<file path="src/rtl/i2c_pkg.sv">
// Shared definitions for the i2c request arbiter: default widths, arbiter
// state encoding and a round-robin pointer helper.
package i2c_pkg;

   localparam int unsigned I2C_ADDR_W = 7;
   localparam int unsigned I2C_DATA_W = 8;

   typedef enum logic [1:0] {
      ARB_IDLE     = 2'd0,
      ARB_ISSUE    = 2'd1,
      ARB_BUSY     = 2'd2,
      ARB_COMPLETE = 2'd3
   } arb_state_e;

   function automatic int unsigned rr_next(input int unsigned idx, input int unsigned n);
      return (idx + 1) % n;
   endfunction

endpackage

</file>
<file path="src/rtl/i2c_req_arbiter_rr_picker.sv">
// Combinational round-robin selector: first set request at or after the
// pointer, wrapping modulo N; one-hot grant plus binary index.
module rr_picker #(
   parameter int unsigned N     = 4,
   parameter int unsigned IDX_W = $clog2(N)
) (
   input  logic [N-1:0]     req_i,
   input  logic [IDX_W-1:0] ptr_i,
   output logic [N-1:0]     gnt_o,
   output logic [IDX_W-1:0] idx_o,
   output logic             valid_o
);

   logic [IDX_W-1:0] cand;

   always_comb begin
      gnt_o   = '0;
      idx_o   = '0;
      valid_o = 1'b0;
      cand    = '0;
      for (int unsigned i = 0; i < N; i++) begin
         cand = IDX_W'((32'(ptr_i) + i) % N);
         if (!valid_o && req_i[cand]) begin
            valid_o     = 1'b1;
            idx_o       = cand;
            gnt_o[cand] = 1'b1;
         end
      end
   end

endmodule

</file>
<file path="src/rtl/i2c_req_arbiter.sv">
// Round-robin arbiter sharing one i2c_master between NUM_REQ requesters.
// Optional transaction timeout abort: define I2C_ARB_TIMEOUT_EN.
module i2c_req_arbiter
   import i2c_pkg::*;
#(
   parameter int unsigned NUM_REQ        = 4,
   parameter int unsigned ADDR_W         = I2C_ADDR_W,
   parameter int unsigned DATA_W         = I2C_DATA_W,
   parameter int unsigned TIMEOUT_CYCLES = 4096
) (
   input  logic                      clk,
   input  logic                      rst_n,
   input  logic [NUM_REQ-1:0]        req,
   input  logic [NUM_REQ-1:0]        req_rw,
   input  logic [NUM_REQ*ADDR_W-1:0] req_addr,
   input  logic [NUM_REQ*DATA_W-1:0] req_wdata,
   output logic [NUM_REQ-1:0]        gnt,
   output logic [NUM_REQ-1:0]        done,
   output logic [DATA_W-1:0]         rdata,
   output logic                      err,
   output logic [ADDR_W-1:0]         m_addr,
   output logic [DATA_W-1:0]         m_data_in,
   output logic                      m_rw,
   output logic                      m_enable,
   input  logic                      m_ready,
   input  logic [DATA_W-1:0]         m_read_data
);

   localparam int unsigned IDX_W = $clog2(NUM_REQ);

   if (NUM_REQ < 2 || NUM_REQ > 8) begin : g_bad_num_req
      $error("i2c_req_arbiter: NUM_REQ must be in 2..8");
   end
   if (TIMEOUT_CYCLES < 2) begin : g_bad_timeout
      $error("i2c_req_arbiter: TIMEOUT_CYCLES must be at least 2");
   end

   arb_state_e         state_q, state_d;
   logic [NUM_REQ-1:0] gnt_q, gnt_d;
   logic [IDX_W-1:0]   gidx_q, gidx_d;
   logic [IDX_W-1:0]   ptr_q, ptr_d;
   logic [DATA_W-1:0]  rdata_q, rdata_d;
   logic [ADDR_W-1:0]  m_addr_q, m_addr_d;
   logic [DATA_W-1:0]  m_data_q, m_data_d;
   logic               m_rw_q, m_rw_d;
   logic               m_enable_q, m_enable_d;

   logic [NUM_REQ-1:0] pick_gnt;
   logic [IDX_W-1:0]   pick_idx;
   logic               pick_valid;

`ifdef I2C_ARB_TIMEOUT_EN
   localparam int unsigned CNT_W = $clog2(TIMEOUT_CYCLES);
   logic [CNT_W-1:0] cnt_q, cnt_d;
   logic             tout_q, tout_d;
`endif

   rr_picker #(
      .N     (NUM_REQ),
      .IDX_W (IDX_W)
   ) u_picker (
      .req_i   (req),
      .ptr_i   (ptr_q),
      .gnt_o   (pick_gnt),
      .idx_o   (pick_idx),
      .valid_o (pick_valid)
   );

   always_comb begin
      state_d    = state_q;
      gnt_d      = gnt_q;
      gidx_d     = gidx_q;
      ptr_d      = ptr_q;
      rdata_d    = rdata_q;
      m_addr_d   = m_addr_q;
      m_data_d   = m_data_q;
      m_rw_d     = m_rw_q;
      m_enable_d = m_enable_q;
`ifdef I2C_ARB_TIMEOUT_EN
      cnt_d      = cnt_q;
      tout_d     = tout_q;
`endif
      unique case (state_q)
         ARB_IDLE: begin
            if (m_ready && pick_valid) begin
               gnt_d      = pick_gnt;
               gidx_d     = pick_idx;
               m_addr_d   = req_addr[32'(pick_idx)*ADDR_W +: ADDR_W];
               m_data_d   = req_wdata[32'(pick_idx)*DATA_W +: DATA_W];
               m_rw_d     = req_rw[pick_idx];
               m_enable_d = 1'b1;
               state_d    = ARB_ISSUE;
`ifdef I2C_ARB_TIMEOUT_EN
               cnt_d      = '0;
               tout_d     = 1'b0;
`endif
            end
         end
         ARB_ISSUE: begin
            if (!m_ready) begin
               m_enable_d = 1'b0;
               state_d    = ARB_BUSY;
            end
         end
         ARB_BUSY: begin
            if (m_ready) begin
               rdata_d = m_read_data;
               state_d = ARB_COMPLETE;
            end
         end
         ARB_COMPLETE: begin
            gnt_d   = '0;
            ptr_d   = IDX_W'(rr_next(32'(gidx_q), NUM_REQ));
            state_d = ARB_IDLE;
         end
         default: state_d = ARB_IDLE;
      endcase
`ifdef I2C_ARB_TIMEOUT_EN
      // A normal completion in the same cycle as expiry wins over the abort.
      if (state_q == ARB_ISSUE || (state_q == ARB_BUSY && !m_ready)) begin
         if (cnt_q == CNT_W'(TIMEOUT_CYCLES - 1)) begin
            m_enable_d = 1'b0;
            tout_d     = 1'b1;
            state_d    = ARB_COMPLETE;
         end else begin
            cnt_d = cnt_q + 1'b1;
         end
      end
`endif
   end

   always_ff @(posedge clk or negedge rst_n) begin
      if (!rst_n) begin
         state_q    <= ARB_IDLE;
         gnt_q      <= '0;
         gidx_q     <= '0;
         ptr_q      <= '0;
         rdata_q    <= '0;
         m_addr_q   <= '0;
         m_data_q   <= '0;
         m_rw_q     <= 1'b0;
         m_enable_q <= 1'b0;
      end else begin
         state_q    <= state_d;
         gnt_q      <= gnt_d;
         gidx_q     <= gidx_d;
         ptr_q      <= ptr_d;
         rdata_q    <= rdata_d;
         m_addr_q   <= m_addr_d;
         m_data_q   <= m_data_d;
         m_rw_q     <= m_rw_d;
         m_enable_q <= m_enable_d;
      end
   end

`ifdef I2C_ARB_TIMEOUT_EN
   always_ff @(posedge clk or negedge rst_n) begin
      if (!rst_n) begin
         cnt_q  <= '0;
         tout_q <= 1'b0;
      end else begin
         cnt_q  <= cnt_d;
         tout_q <= tout_d;
      end
   end

   assign err = (state_q == ARB_COMPLETE) & tout_q;
`else
   assign err = 1'b0;
`endif

   assign done      = (state_q == ARB_COMPLETE) ? gnt_q : '0;
   assign gnt       = gnt_q;
   assign rdata     = rdata_q;
   assign m_addr    = m_addr_q;
   assign m_data_in = m_data_q;
   assign m_rw      = m_rw_q;
   assign m_enable  = m_enable_q;

endmodule

</file>
<file path="config.mk">
export PLATFORM = sky130hd
export DESIGN_NAME = i2c_req_arbiter
export DESIGN_NICKNAME = d
export VERILOG_FILES = /design/src/rtl/i2c_pkg.sv /design/src/rtl/i2c_req_arbiter_rr_picker.sv /design/src/rtl/i2c_req_arbiter.sv
export SDC_FILE = /design/constraint.sdc
export NUM_CORES = 1
export LEC_CHECK = 0
export BUFFER_PORTS_ARGS = -buffer_cell sky130_fd_sc_hd__buf_2
export CORE_MARGIN = 1.5
export CORE_UTILIZATION = 51
export DETAILED_ROUTE_END_ITERATION = 8
export GPL_ROUTABILITY_DRIVEN = 0
export PLACE_DENSITY = 0.92
export SLEW_MARGIN = 15
export SYNTH_ARGS = -nofsm -noshare
export SYNTH_HDL_FRONTEND = slang
export SYNTH_SLANG_ARGS = --single-unit
</file>
<file path="constraint.sdc">
create_clock -name clk -period 5.4 [get_ports clk]
set_input_delay 0.27 -clock clk [delete_from_list [all_inputs] [get_ports clk]]
set_output_delay 0.27 -clock clk [all_outputs]
set_load 0.005 [all_outputs]
</file>
Yosys cells after proc, flatten, opt, wreduce, memory -nomap -nowiden --
Index checks and enable logic that the tools add are counted.
Word-level totals: bits of input ports 79, output and inout bits 34, word-level logic and storage cells 93, register bits 35
Cells by class: $add $sub $neg 4, multiply operators 1, multiplexer cells 40, equality and inequality tests 6, shift operators 2, bitwise gates (word level) 3, reduce and logical (&&, ||, !) cells 19, order comparisons 9
Operator list (count):
- indexed part select 32 x 6 -> 8 bit | 1
- indexed part select 28 x 6 -> 7 bit | 1
- two-way mux 4 bit | 6
- < comparator 2 x 3 -> 1 bit, second input constant | 5
- two-way mux 1 bit | 15
- two-way mux 2 bit | 7
- OR 4 bit | 3
- binary-select mux 1 bit (select 2 bit) | 5
- demux 1 bit (select 2 bit) | 4
- greater-or-equal comparator 2 x 1 -> 1 bit, second input constant | 4
- logical AND 1 bit | 8
- one-hot mux 2 bit (4 select lines) | 1
- one-hot mux 4 bit (2 select lines) | 1
- != test 2 bit, second input constant | 3
- AND reduction 2 bit | 3
- AND reduction 3 bit | 2
- multiplier 2 x 3 -> 5 bit, second input constant | 1
- adder 2 x 1 -> 2 bit, second input constant | 2
- adder 2 bit, second input constant | 2
- == test 2 bit, second input constant | 2
- nonzero test 2 bit | 2
- zero test 1 bit | 3
- == test 2 x 1 -> 1 bit, second input constant | 1
- zero test 2 bit | 1
- one-hot mux 1 bit (2 select lines) | 1

Logic depth before layout (Yosys ltp) --
depth after elaboration 15, mapped depth 11, mapped depth without buffers 8

Hierarchy --
Synthesis repeated with hierarchy kept, for this count alone.
Second synthesis, totals: cell total of the unflattened synthesis 216, area total of the unflattened synthesis 2334.7 um^2
Modules (own cells, without submodules):
- i2c_req_arbiter | area an instance 1913.1 um^2, cells an instance 171, instances 1
- rr_picker | area an instance 421.7 um^2, cells an instance 45, instances 1

Worst setup path after synthesis --
No wires, ideal clock.
path type register to register, start point reg ptr_q[0], end point reg m_addr_q[0], in the netlist m_addr[0], slack 2.422 ns, stages on the path, launching flop included 12, library setup time 0.130 ns, path buffers 3, clock period less this slack 2.978 ns, required time 5.270 ns, data arrival time 2.848 ns, path through dfrtp_1 -> buf_4 -> inv_1 -> ha_1 -> or3_4 -> or4b_4 -> o311ai_2 -> o21a_4 -> and2_4 -> buf_12 -> buf_12 -> a221oi_2
On the way: cells in the longest elaborated chain, start to end 14
Ends and longest elaborated chain:
- start, declared | line i2c_req_arbiter.sv:41 | logic [IDX_W-1:0] ptr_q, ptr_d;
- start signal, assigned | line i2c_req_arbiter.sv:147 | ptr_q <= ptr_d;
- parallel branches: the longest is 14 deep, another holds multiplier 2 x 3 -> 5 bit
- end signal, assigned | line i2c_req_arbiter.sv:149 | m_addr_q <= m_addr_d;
- end, declared | line i2c_req_arbiter.sv:43 | logic [ADDR_W-1:0] m_addr_q, m_addr_d;
Parallel ways; which one is timed is not known. The select of a mux whose other input is x is not followed. A chain may end at the register's enable or synchronous reset.

Worst setup path in the final report --
start point reg ptr_q[0], end point reg m_data_q[0], in the netlist m_data_in[0]
On the way: cells in the longest elaborated chain, start to end 14
Ends and longest elaborated chain:
- parallel branches: the longest is 14 deep, another holds adder 2 x 1 -> 2 bit
- end signal, assigned | line i2c_req_arbiter.sv:150 | m_data_q <= m_data_d;
- end, declared | line i2c_req_arbiter.sv:44 | logic [DATA_W-1:0] m_data_q, m_data_d;
Parallel ways; which one is timed is not known. The select of a mux whose other input is x is not followed.

==> summary.txt <==
Clocking
  – Clock sink total: 35
  – Clock buffer depth: 2
  – Clk root buf: clkbuf_8
  – Hold buffers post-CTS: 0
  – CTS tree: yes
  – H-tree depth: 2
  – Clk pin slew, worst setup/hold paths: 70 ps
  – Worst-skew pair later-pin latency: 280 ps
  – Postcts setup bufs: 0
  – Num CTS Buffers: 5
  – Post-CTS sizing: 0

Final layout
  – Fill cell count: 360
  – Fin area: 3080 µm²
  – Share of cells above drive strength 1: 48.1%
  – N_diodes: 0
  – Final net count: 415
  – Area Overhead vs Synth: 23.9%

STA
  – Pins Over Slew Limit: 0
  – Max-slew headroom: 37.9%
  – F_max: 283 MHz
  – Clock skew: 4.50 ps
  – RSZ-0062 raised after global routing: no
  – TNS Setup: 0 ps
  – Final hold viol count: 0
  – Worst-Margin Slew: 930 ps
  – Tmin final: 3530 ps
  – Setup Viol. Count Final: 0
  – Fin crit share: 65.3%

Setup path
  – Reg2reg end: m_data_in[0]$_DFFE_PN0P_
  – Critical Path Sink Type: flop
  – Worst setup path end: m_data_in[0]$_DFFE_PN0P_
  – R2R cell count: 9
  – Critical path's slowest cell: dfrtp_1
  – Setup crit start kind: flop
  – Reg2reg setup slack: 1870 ps
  – CP required: 5570 ps
  – Crit path arrival time: 3700 ps
  – Crit path launch: ptr_q[0]$_DFFE_PN0P_
  – Top delay family on crit path: buffers and inverters
  – Delay of the slowest critical-path stage: 750 ps
  – Buf/Inv on CP: 2
  – Critical Setup Path Class: reg -> reg
  – WP depth: 9
  – CP max FO: 32
  – Crit path cell chain: inv_1 -> ha_1 -> mux4_2 -> nor2b_4 -> nor2_2 -> o22ai_4 -> buf_4 -> mux2i_1 -> a221oi_1
  – RR Startpoint: ptr_q[0]$_DFFE_PN0P_

Power and ir drop
  – Power density over the cells: 564 nW/µm²
  – Maximum vdd drop: 0.337 mV
  – Total power: 1740 µW
  – Static Leakage: 0.00156 µW

Synth
  – Number of synthesized register bits: 35
  – Post-synthesis sequential area ratio: 35.3%
  – Gate count after technology mapping: 218
  – Yosys top cell by area: dfrtp_1
  – Yosys top cell area share: 35.3%
  – Syn Nets: 310
  – YS warnings: 0
  – Synthesized cell area: 2480 µm²
  – Post-Syn Area per Cell: 11.4 µm²
  – Synth Flop Type: dfrtp_1
  – Number of synthesized flops with an enable pin: 0
  – Top cells by count, synth: dfrtp_1, mux2i_1, nor2_1, a221oi_2, ha_1
  – Distinct cells, synth: 42
  – Synth async-reset ratio: 100%
  – Area contributors post-synth: dfrtp_1, mux2i_1, a221oi_2, ha_1, nor2_1

GRT
  – Remaining global-route overflow: 0
  – Vias in the first global route: 2035
  – Overall Global Routing Usage: 21.7%
  – First-pass GRT wire length: 8980 µm
  – Largest net degree at the start of global routing: 36
  – Initial antenna violation count: 0

Place
  – PortBufs: 111
  – DP Area: 2990 µm²
  – Final HPWL DP: 4440 µm

Die
  – Core Box Area: 4690 µm²
  – Initial Utilization: 52.9%
  – I/O pin cnt: 113
  – Die W: 72.8 µm
  – Die area: 5290 µm²
  – Die height: 72.8 µm
  – Rows: 25

Outcome
  – Status: complete, no violations

Min path
  – HP Class: in -> async

Routing
  – Post-DR wirelength/cell: 15.5 µm
  – Final ANT Viol Nets: 0
  – Vias per cell: 5.57
  – # DRC: 0
  – Drt pass-1 iters: 4
  – Routed wire length: 5880 µm
  – DR iter-0 viols: 47
  – Vias after detailed routing: 2107

Job
  – Max cap viols: 0
worst min path at each step:
stage	end	startpoint	slack [ps]
finish	rdata[0]$_DFFE_PN0P_	rst_n	70
detailed placement	rdata[3]$_DFFE_PN0P_	rst_n	390
CTS	m_addr[5]$_DFFE_PN0P_	rst_n	90
floorplan	gidx_q[0]$_DFFE_PN0P_	rst_n	-30
global placement	rdata[7]$_DFFE_PN0P_	rst_n	380
global route	m_addr[5]$_DFFE_PN0P_	rst_n	130
placed cells by master (no fill, tap or decap), types with 2 or more instances in the layout:
master	synthesis	layout
mux4_2	3	3
o21ai_0	7	7
nor2_1	28	28
a22oi_1	4	4
dfrtp_1	35	35
mux2i_1	35	35
inv_1	7	7
a32o_1	3	3
xnor2_1	2	2
and2_1	5	5
nor2_2	2	2
a211oi_1	2	2
a22o_1	2	2
clkbuf_8	0	5
a221oi_1	5	5
mux2_2	9	9
a221oi_2	14	14
buf_2	2	111
nand2_1	5	5
a21oi_1	5	5
ha_1	13	13
area by class of cell:
type | count | area [µm²] | share of cell area, %
Clock inverter | 2 | 12.5 | 0.407
Clock buffer | 6 | 72.6 | 2.36
Inverter | 7 | 26.3 | 0.854
Sequential cell | 35 | 876 | 28.5
Tap cell | 54 | 67.6 | 2.20
Multi-Input combinational cell | 162 | 1460 | 47.4
Timing Repair Buffer | 112 | 563 | 18.3
worst reg2reg max path, stage by stage (launching register included):
cell and delay [ps]:
dfrtp_1 750, inv_1 320, ha_1 500, mux4_2 440, nor2b_4 220, nor2_2 80
o22ai_4 160, buf_4 460, mux2i_1 160, a221oi_1 330
report_power, final:
group / internal, µW / switching [µW]
Clock: 90.1 / 93.3
Sequential: 395 / 104
Combinational: 519 / 535
through the flow:
stage               util (%)  hold slack, ps  setup WS [ps]  std cells
floorplan                  -           -25.6           2420        218
global placement        63.8             381           2080        370
detailed placement      63.8             394           1870        370
CTS                     65.6            86.0           1830        378
global route            65.6             134           1620        378
finish                  65.6            70.0           1870        378
layer usage:
| metal | wire length, µm | global-route usage, % | vias up |
|---|---|---|---|
| li1 | - | - | 1024 |
| met1 | 2390 | 24.8 | 1004 |
| met2 | 3050 | 39.4 | 71 |
| met3 | 369 | 5.66 | 8 |
| met4 | 66 | 6.92 | 0 |
| met5 | 0 | 0 | - |
sequential cells by signal, indices dropped and copies added (netlist names):
register and count:
m_rw 1, state_q 2, m_addr 7, rdata 8, gnt 4, m_enable 1, ptr_q 2, m_data_in 8
gidx_q 2
kinds of logic after synthesis:
logic type      count (synthesis)  share of synthesized area (%)
simple gates                   49                           9.98
fa+ha+maj                      13                           6.55
compound gates                 49                           19.9
xor+xnor                        2                          0.706
flops                          35                           35.3
mux                            48                           21.5
buf+inv                        21                           5.95
other cells                     1                          0.151
No activity file was read; power rests on OpenSTA's default activity.
